<file path="src/rtl/kill_arbiter.sv">
// Serialises simultaneous kill events from several sources into one-per-cycle score pulses.
// Per-source saturating backlog counters, round-robin grant, optional idle gap after each pulse.
module kill_arbiter #(
   parameter int unsigned N_SRC  = 4,
   parameter int unsigned PEND_W = 3,
   parameter int unsigned GAP    = 0
) (
   input  logic                       clk,
   input  logic                       reset,
   input  logic [N_SRC-1:0]           kill_req,
   input  logic                       enable,
   input  logic                       clear,
   output logic                       killed,
   output logic [$clog2(N_SRC)-1:0]   grant_idx,
   output logic                       pending_any,
   output logic                       dropped
);

   localparam int unsigned IDX_W = $clog2(N_SRC);
   localparam int unsigned GAP_W = (GAP > 0) ? $clog2(GAP + 1) : 1;
   localparam logic [PEND_W-1:0] PMAX = '1;

   typedef enum logic [0:0] {StReady, StHold} state_e;

   state_e              state_q, state_d;
   logic [GAP_W-1:0]    gap_q, gap_d;
   logic [PEND_W-1:0]   pend_q [N_SRC];
   logic [PEND_W-1:0]   pend_d [N_SRC];
   logic [IDX_W-1:0]    last_q, last_d;
   logic [IDX_W-1:0]    grant_idx_q, grant_idx_d;
   logic                killed_q, killed_d;
   logic                dropped_q, dropped_d;

   logic                eligible;
   logic                win_valid;
   logic [IDX_W-1:0]    win_idx;
   logic [IDX_W-1:0]    cand;
   logic                inc;
   logic                dec;

   assign eligible = (state_q == StReady) && enable && !clear;

   // Cyclic search starting just after the last granted source.
   always_comb begin
      win_valid = 1'b0;
      win_idx   = '0;
      cand      = '0;
      for (int unsigned k = 1; k <= N_SRC; k++) begin
         cand = IDX_W'((32'(last_q) + k) % N_SRC);
         if (!win_valid && (pend_q[cand] != '0)) begin
            win_valid = 1'b1;
            win_idx   = cand;
         end
      end
      if (!eligible) begin
         win_valid = 1'b0;
      end
   end

   always_comb begin
      pend_d      = pend_q;
      state_d     = state_q;
      gap_d       = gap_q;
      last_d      = last_q;
      grant_idx_d = grant_idx_q;
      killed_d    = 1'b0;
      dropped_d   = 1'b0;
      inc         = 1'b0;
      dec         = 1'b0;
      if (clear) begin
         for (int i = 0; i < N_SRC; i++) begin
            pend_d[i] = '0;
         end
         state_d = StReady;
         gap_d   = '0;
      end else begin
         // The hold countdown runs even while paused.
         if (state_q == StHold) begin
            gap_d = gap_q - GAP_W'(1);
            if (gap_q == GAP_W'(1)) begin
               state_d = StReady;
            end
         end
         if (win_valid) begin
            killed_d    = 1'b1;
            grant_idx_d = win_idx;
            last_d      = win_idx;
            if (GAP > 0) begin
               state_d = StHold;
               gap_d   = GAP_W'(GAP);
            end
         end
         for (int i = 0; i < N_SRC; i++) begin
            inc = enable && kill_req[i];
            dec = win_valid && (win_idx == IDX_W'(i));
            if (inc && !dec) begin
               if (pend_q[i] == PMAX) begin
                  dropped_d = 1'b1;
               end else begin
                  pend_d[i] = pend_q[i] + PEND_W'(1);
               end
            end else if (dec && !inc) begin
               pend_d[i] = pend_q[i] - PEND_W'(1);
            end
         end
      end
   end

   always_ff @(posedge clk or negedge reset) begin
      if (!reset) begin
         for (int i = 0; i < N_SRC; i++) begin
            pend_q[i] <= '0;
         end
         state_q     <= StReady;
         gap_q       <= '0;
         last_q      <= IDX_W'(N_SRC - 1);
         grant_idx_q <= '0;
         killed_q    <= 1'b0;
         dropped_q   <= 1'b0;
      end else begin
         pend_q      <= pend_d;
         state_q     <= state_d;
         gap_q       <= gap_d;
         last_q      <= last_d;
         grant_idx_q <= grant_idx_d;
         killed_q    <= killed_d;
         dropped_q   <= dropped_d;
      end
   end

   always_comb begin
      pending_any = 1'b0;
      for (int i = 0; i < N_SRC; i++) begin
         if (pend_q[i] != '0) begin
            pending_any = 1'b1;
         end
      end
   end

   assign killed    = killed_q;
   assign grant_idx = grant_idx_q;
   assign dropped   = dropped_q;

endmodule

</file>
<file path="config.mk">
export PLATFORM = sky130hd
export DESIGN_NAME = kill_arbiter
export DESIGN_NICKNAME = d
export VERILOG_FILES = /design/src/rtl/kill_arbiter.sv
export SDC_FILE = /design/constraint.sdc
export NUM_CORES = 1
export LEC_CHECK = 0
export CAP_MARGIN = 25
export CORE_MARGIN = 3
export CORE_UTILIZATION = 25
export CTS_BUF_LIST = sky130_fd_sc_hd__clkbuf_2
export DETAILED_ROUTE_END_ITERATION = 8
export GPL_ROUTABILITY_DRIVEN = 1
export PLACE_DENSITY = 0.52
export SETUP_SLACK_MARGIN = 0.1
export SLEW_MARGIN = 20
export SYNTH_ARGS = -nofsm -noshare
export SYNTH_HDL_FRONTEND = slang
export SYNTH_SLANG_ARGS = --single-unit
</file>
<file path="constraint.sdc">
create_clock -name clk -period 4 [get_ports clk]
set_clock_uncertainty 0.05 [all_clocks]
set_input_delay 0.4 -clock clk [delete_from_list [all_inputs] [get_ports clk]]
set_output_delay 0.4 -clock clk [all_outputs]
set_load 0.01 [all_outputs]
</file>
==> out/results.ini, run 1 <==
[outcome]
outcome=finished, final reports clean

[floorplanning]
die_area_um2=6230
io_pins=13
die_y_um=78.9
initial_core_util=0.269
core_area_um2=4940
die_width_um=78.9
std_cell_rows=25

[final_layout]
finish.utilization=0.317
fin_cells=228
antenna_cells=0
finalNetCount=174
stdcell_area_um2=1570
drive_above_1_share=0.180
area_growth_pct=17.9
final.fill_count=540

[power_and_ir_drop]
clkPwrFrac=0.102
peakVddDrop_mv=0.236
power_density_nw_per_um2=575
p_int_mw=0.514
p_seq_frac=0.359
total_power_mw=0.901
p_comb_frac=0.539
p_sw_frac=0.430
leakage_nw=0.686
p_switching_mw=0.387

[routing]
drc_errors=0
wire_per_inst_um=13.5
ant_nets=0
drtPass1Iterations=4
vias=1097
viasPerCell=4.81
wl_mm=3.07
drt_iter0_drc=51

[synth]
yosysUniqueCellTypes=39
ys_warn_count=0
synthSimpleGateAreaFrac=0.266
synth_edf_count=0
synth_most_common_cell=nor2_1
synth.mux.area_fraction=0.105
ys.flop_type=dfrtp_1
synth_xor_area_frac=0.00659
yosys_register_bits=20
synth_top_area_frac=0.339
synth_compound_gate_area_share=0.150
syn-cell-area_um2=1330
syn_area_per_cell_um2=9.17
syn_nets=157
ys_top_cells_by_count=27 x nor2_1, 18 x dfrtp_1, 11 x nand2_1, 9 x inv_1
synth_fa_ha_area_frac=0.0602
synth.largest_area_cell=dfrtp_1
syn_inst=145
synth_top_family_by_area=simple AND/OR/NAND/NOR gates
ys_seq_area_frac=0.378
async_flop_share=1.00
synth_area_leaders=dfrtp_1 34%, nor2_1 7.6%, mux2_2 6.8%

[placement]
place_congestion=0.810
place_area_um2=1540
pre_cts_ws_ps=777
placed_cells=223
io_buffers=12
hpwl_mm=2.39

[timing]
worst_slack_ps=859
worst_pin_slew_ps=523
whs_ps=294
hold_viol_final=0
slew_headroom=0.650
finalSetupTns_ps=0
setup_viol=0
drv_slew=0
fin_crit_sh=0.785
period_minus_slack_ps=3140
rsz0062_at_grt=no
fmax_ghz=0.318

[cts]
cts_buffers=3
cts.sinks=20
postCtsResizedCells=0
htree_levels=1
clockBufferDepth=2
cts_hold_buf=0
root_buffer=clkbuf_2
clk_latency_ps=350
post-cts-setup-buffers=0
cts_tree=yes
cts.reportedPaths.clkPinSlew_ps=240

[global_route]
groute.usage.overall=0.102
grt_max_degree=24
overflow=0
grt_pass1_wl_mm=5.01
antenna_found_initial=0
grt_pass1_vias=1084

[setup_path]
crit_required_ps=4230
crit_path_max_fanout=5
rr_worst_depth=9
cp-start-kind=register
cp.arrival_ps=3370
worst-setup-path-type=register to register
end_kind=register

[min_path]
hold_class=input port to asynchronous set/reset pin

[run]
maxCapViolCount=0

-- logic make-up (layout without fill, tap and decap cells) --
family / count (synthesis) / after routing
simple gates: 70 / 70
compound gates: 26 / 26
flops: 20 / 20
mux: 12 / 12
buf+inv: 12 / 28
fa+ha+maj: 4 / 4
xor+xnor: 1 / 1
-- routing by layer --
layer | track usage | vias to the layer above | share of wire
met5 | 0 | - | 0
met4 | 0.0258 | 0 | 0.0062
li1 | - | 541 | -
met1 | 0.133 | 534 | 0.48
met3 | 0.0227 | 2 | 0.032
met2 | 0.171 | 20 | 0.48
-- cells in the final DEF, fill, tap and decap left out, types with 2 or more instances in the layout --
cell type and n:
mux2i_1 2, inv_1 9, a211oi_1 4, a21oi_1 8, clkbuf_2 3, buf_4 2
dfrtp_1 18, and3_2 2, mux2_4 2, nor4_1 2, nand3_1 3, dfstp_2 2
or3_1 4, nor3b_1 2, mux2_2 8, nor2_1 27, and3_1 3, nor3_1 5
nand2_1 11, clkdlybuf4s50_1 12, fa_1 4, a21o_2 2, a31oi_1 2, nor2b_1 5
-- area by class of cell --
| class | instances | area (µm²) | area share |
|---|---|---|---|
| tap | 67 | 83.8 | 0.0535 |
| sequential | 20 | 503 | 0.321 |
| clock buffer | 3 | 15.0 | 0.00958 |
| timing repair buffer | 15 | 146 | 0.0934 |
| inverter | 9 | 33.8 | 0.0215 |
| clock inverter | 1 | 3.75 | 0.00239 |
| multi-input combinational | 113 | 782 | 0.499 |
-- state kept, by name, indices dropped and copies added, names as in the netlist --
signal     cells
dropped        1
gap_q          1
grant_idx      2
killed         1
last_q         2
pend_q        12
state_q        1
-- critical path, cell delays in order (launching register included) --
cell	delay (ps)
dfstp_2	630
or4b_2	590
a21oi_1	180
or3_1	240
a21oi_1	130
fa_1	400
or3_1	370
a21oi_1	120
a31oi_1	70
mux2_2	280
-- worst paths after layout --
check,to,from,slack (ps)
max,pend_q[8],last_q[0],860
max reg2reg,pend_q[8],last_q[0],860
min,pend_q[5],reset,290
min reg2reg,state_q,gap_q,390
min in group clk,state_q,gap_q,390
max in group asynchronous,last_q[1],reset,3050
-- power groups by stage --
stage / clock [mW] / combinational (mW) / sequential [mW]
3_3_place_gp: 0 / 0.476 / 0.324
6_report: 0.0920 / 0.485 / 0.323
3_5_place_dp: 0 / 0.483 / 0.325
4_1_cts: 0.0915 / 0.485 / 0.321
2_1_floorplan: 0 / 0.336 / 0.315
5_1_grt: 0.105 / 0.529 / 0.331
(Power assumes the default switching activity.)
==> run 2, diff against run 1 <==
==> constraint.sdc (replaced) <==
create_clock -name clk -period 3.04 [get_ports clk]
set_clock_uncertainty 0.05 [all_clocks]
set_input_delay 0.304 -clock clk [delete_from_list [all_inputs] [get_ports clk]]
set_output_delay 0.304 -clock clk [all_outputs]
set_load 0.01 [all_outputs]
==> run 2 against run 1 <==
Net effect:
- register-to-register slack worse by 650 ps
- core utilization up 3.1 points
- global-route usage up 0.90 points
- clock-buffer cell count unchanged
- critical path type unchanged
- critical path depth unchanged
- cell count up 6.1%
- maximum frequency up 11%
- sequential share of layout area down 2.8 points
- first-iteration DRC count down 12%
- die area unchanged
- hold slack better by 84 ps
- sequential cell count unchanged
==> out/results.ini, run 2 (synthesized netlist as in run 1, its figures left out) <==
[outcome]
outcome=finished, final reports clean  ; unchanged

[global_route]
grt_pass1_wl_mm=5.44  ; was 5.01 mm
grt_max_degree=26  ; was 24
antenna_found_initial=0  ; unchanged
groute.usage.overall=0.111  ; was 0.102
overflow=0  ; unchanged
grt_pass1_vias=1128  ; was 1,084

[final_layout]
seqCellArea_um2=504  ; was 503 µm²
drive_above_1_share=0.326  ; was 0.180
area_growth_pct=29.4  ; was 17.9%
stdcell_area_um2=1720  ; was 1570 µm²
finalNetCount=189  ; was 174
final.fill_count=522  ; was 540
final_cell_mix=27 x nor2_1, 17 x dfrtp_1, 17 x buf_4, 11 x nand2_1, 11 x clkdlybuf4s50_1  ; was 27 x nor2_1, 18 x dfrtp_1, 12 x clkdlybuf4s50_1, 11 x nand2_1, 9 x inv_1
largest_register_ff_count=12  ; unchanged
final_common_cell=nor2_1  ; unchanged
regMostFlops=pend_q  ; unchanged
multi_input_area_um2=832  ; was 782 µm²
antenna_cells=0  ; unchanged

[cts]
clk_latency_ps=330  ; was 350 ps
clockBufferDepth=2  ; unchanged
htree_levels=1  ; unchanged
cts.reportedPaths.clkPinSlew_ps=210  ; was 240 ps
cts_buffers=3  ; unchanged
cts_tree=yes  ; unchanged
root_buffer=clkbuf_2  ; unchanged
cts.sinks=20  ; unchanged

[floorplanning]
std_cell_rows=25  ; unchanged
io_pins=13  ; unchanged
initial_core_util=0.269  ; unchanged
die_y_um=78.9  ; unchanged
die_width_um=78.9  ; unchanged
die_area_um2=6230  ; unchanged
core_area_um2=4940  ; unchanged

[routing]
viasPerCell=4.85  ; was 4.81
drtPass1Iterations=4  ; unchanged
vias=1174  ; was 1,097
wire_per_inst_um=13.4  ; was 13.5 µm
drc_errors=0  ; unchanged
wl_mm=3.25  ; was 3.07 mm
drt_iter0_drc=45  ; was 51
ant_nets=0  ; unchanged

[placement]
io_buffers=12  ; unchanged
pre_cts_ws_ps=23.6  ; was 777 ps
place_congestion=0.869  ; was 0.810
place_area_um2=1610  ; was 1540 µm²
hpwl_mm=2.44  ; was 2.39 mm

[setup_path]
crit_required_ps=3240  ; was 4230 ps
cp-start-kind=register  ; unchanged
cp.arrival_ps=3040  ; was 3370 ps
crit_path_max_fanout=6  ; was 5
end_kind=register  ; unchanged
worst-setup-path-type=register to register  ; unchanged

[timing]
finalSetupTns_ps=0  ; unchanged
hold_viol_final=0  ; unchanged
fin_crit_sh=0.933  ; was 0.785
slew_headroom=0.681  ; was 0.650
fmax_ghz=0.353  ; was 0.318 GHz
worst_pin_slew_ps=478  ; was 523 ps
worst_slack_ps=205  ; was 859 ps
rsz0062_at_grt=yes  ; was no
setup_viol=0  ; unchanged
period_minus_slack_ps=2830  ; was 3140 ps
drv_slew=0  ; unchanged

[power_and_ir_drop]
peakVddDrop_mv=0.320  ; was 0.236 mV
leakage_nw=0.758  ; was 0.686 nW
power_density_nw_per_um2=810  ; was 575 nW/µm²

[run]
maxCapViolCount=0  ; unchanged

[min_path]
hold_class=input port to asynchronous set/reset pin  ; unchanged

==> run 2: changes by cell type in the layout (fill, tap and decap cells not counted), sizes merged <==
cell,before,now
clkinv,1,0
dlygate4sd3,0,1
clkdlybuf4s50,12,11
buf,3,18
==> run 2: critical path, stage by stage (launching register included) <==
cell and delay [ps]:
dfrtp_2 490, or3_4 410, a211oi_2 270, o211a_1 290, a21oi_2 100, fa_2 340, or3_1 390, a21oi_2 110
a31oi_1 50, mux2_2 270
==> run 2: per-layer routing <==
layer,vias up,GRT usage,share of wire
met4,0,0.0258,0.0037
met1,577,0.149,0.50
met3,2,0.0351,0.039
li1,575,-,-
met5,-,0,0
met2,20,0.175,0.46
==> run 2: area by class of cell <==
type	instances	area share
Clock buffer	3	0.00872
Inverter	9	0.0196
Multi-Input combinational cell	113	0.483
Sequential cell	20	0.293
Tap cell	67	0.0487
Timing Repair Buffer	30	0.147
==> run 2: worst paths after layout <==
| kind | startpoint | to | slack [ps] | depth (start not counted) |
|---|---|---|---|---|
| worst min-delay path | reset | pend_q[1] | 380 | 2 |
| min in group clk | gap_q | state_q | 420 | 1 |
| worst min register to register | gap_q | state_q | 420 | 1 |
| worst max-delay path | pend_q[2] | pend_q[8] | 210 | 9 |
| worst max register to register | pend_q[2] | pend_q[8] | 210 | 9 |
| max in group asynchronous | reset | last_q[0] | 2210 | 2 |
==> run 2: power breakdown <==
group / switching [mW] / internal (mW) / total, mW
registers: 0.0657 / 0.344 / 0.410
logic: 0.412 / 0.455 / 0.867
clock network: 0.0901 / 0.0269 / 0.117
==> run 2: metrics by stage <==
stage,power (mW),utilization,hold WS [ps],std cells
finish,1.39,0.348,379,242
global route,1.51,0.348,409,242
CTS,1.29,0.335,443,238
detailed placement,1.13,0.326,399,233
global placement,1.11,0.326,390,233
floorplan,0.857,-,-41.6,145
==> run 2: what timing repair did <==
| action | 4_1_cts | 5_1_grt |
|---|---|---|
| hold buffers | 0 | 1 |
| setup endpoints to repair | 2 | 4 |
| buffers inserted | 2 | 3 |
| gates resized for setup | 3 | 11 |
| endpoints found under the hold margin | 0 | 18 |
| cloned | 0 | 0 |
| pin swaps | 1 | 5 |
==> run 3, diff against run 2 <==
--- a/config.mk
+++ b/config.mk
@@ -10,7 +10,6 @@
 export CORE_UTILIZATION = 25
 export CTS_BUF_LIST = sky130_fd_sc_hd__clkbuf_2
 export DETAILED_ROUTE_END_ITERATION = 8
-export GPL_ROUTABILITY_DRIVEN = 1
 export PLACE_DENSITY = 0.52
 export SETUP_SLACK_MARGIN = 0.1
 export SLEW_MARGIN = 20
==> results of run 3 <==
Same layout as run 2: the final DEF is identical, and so are final timing and power.
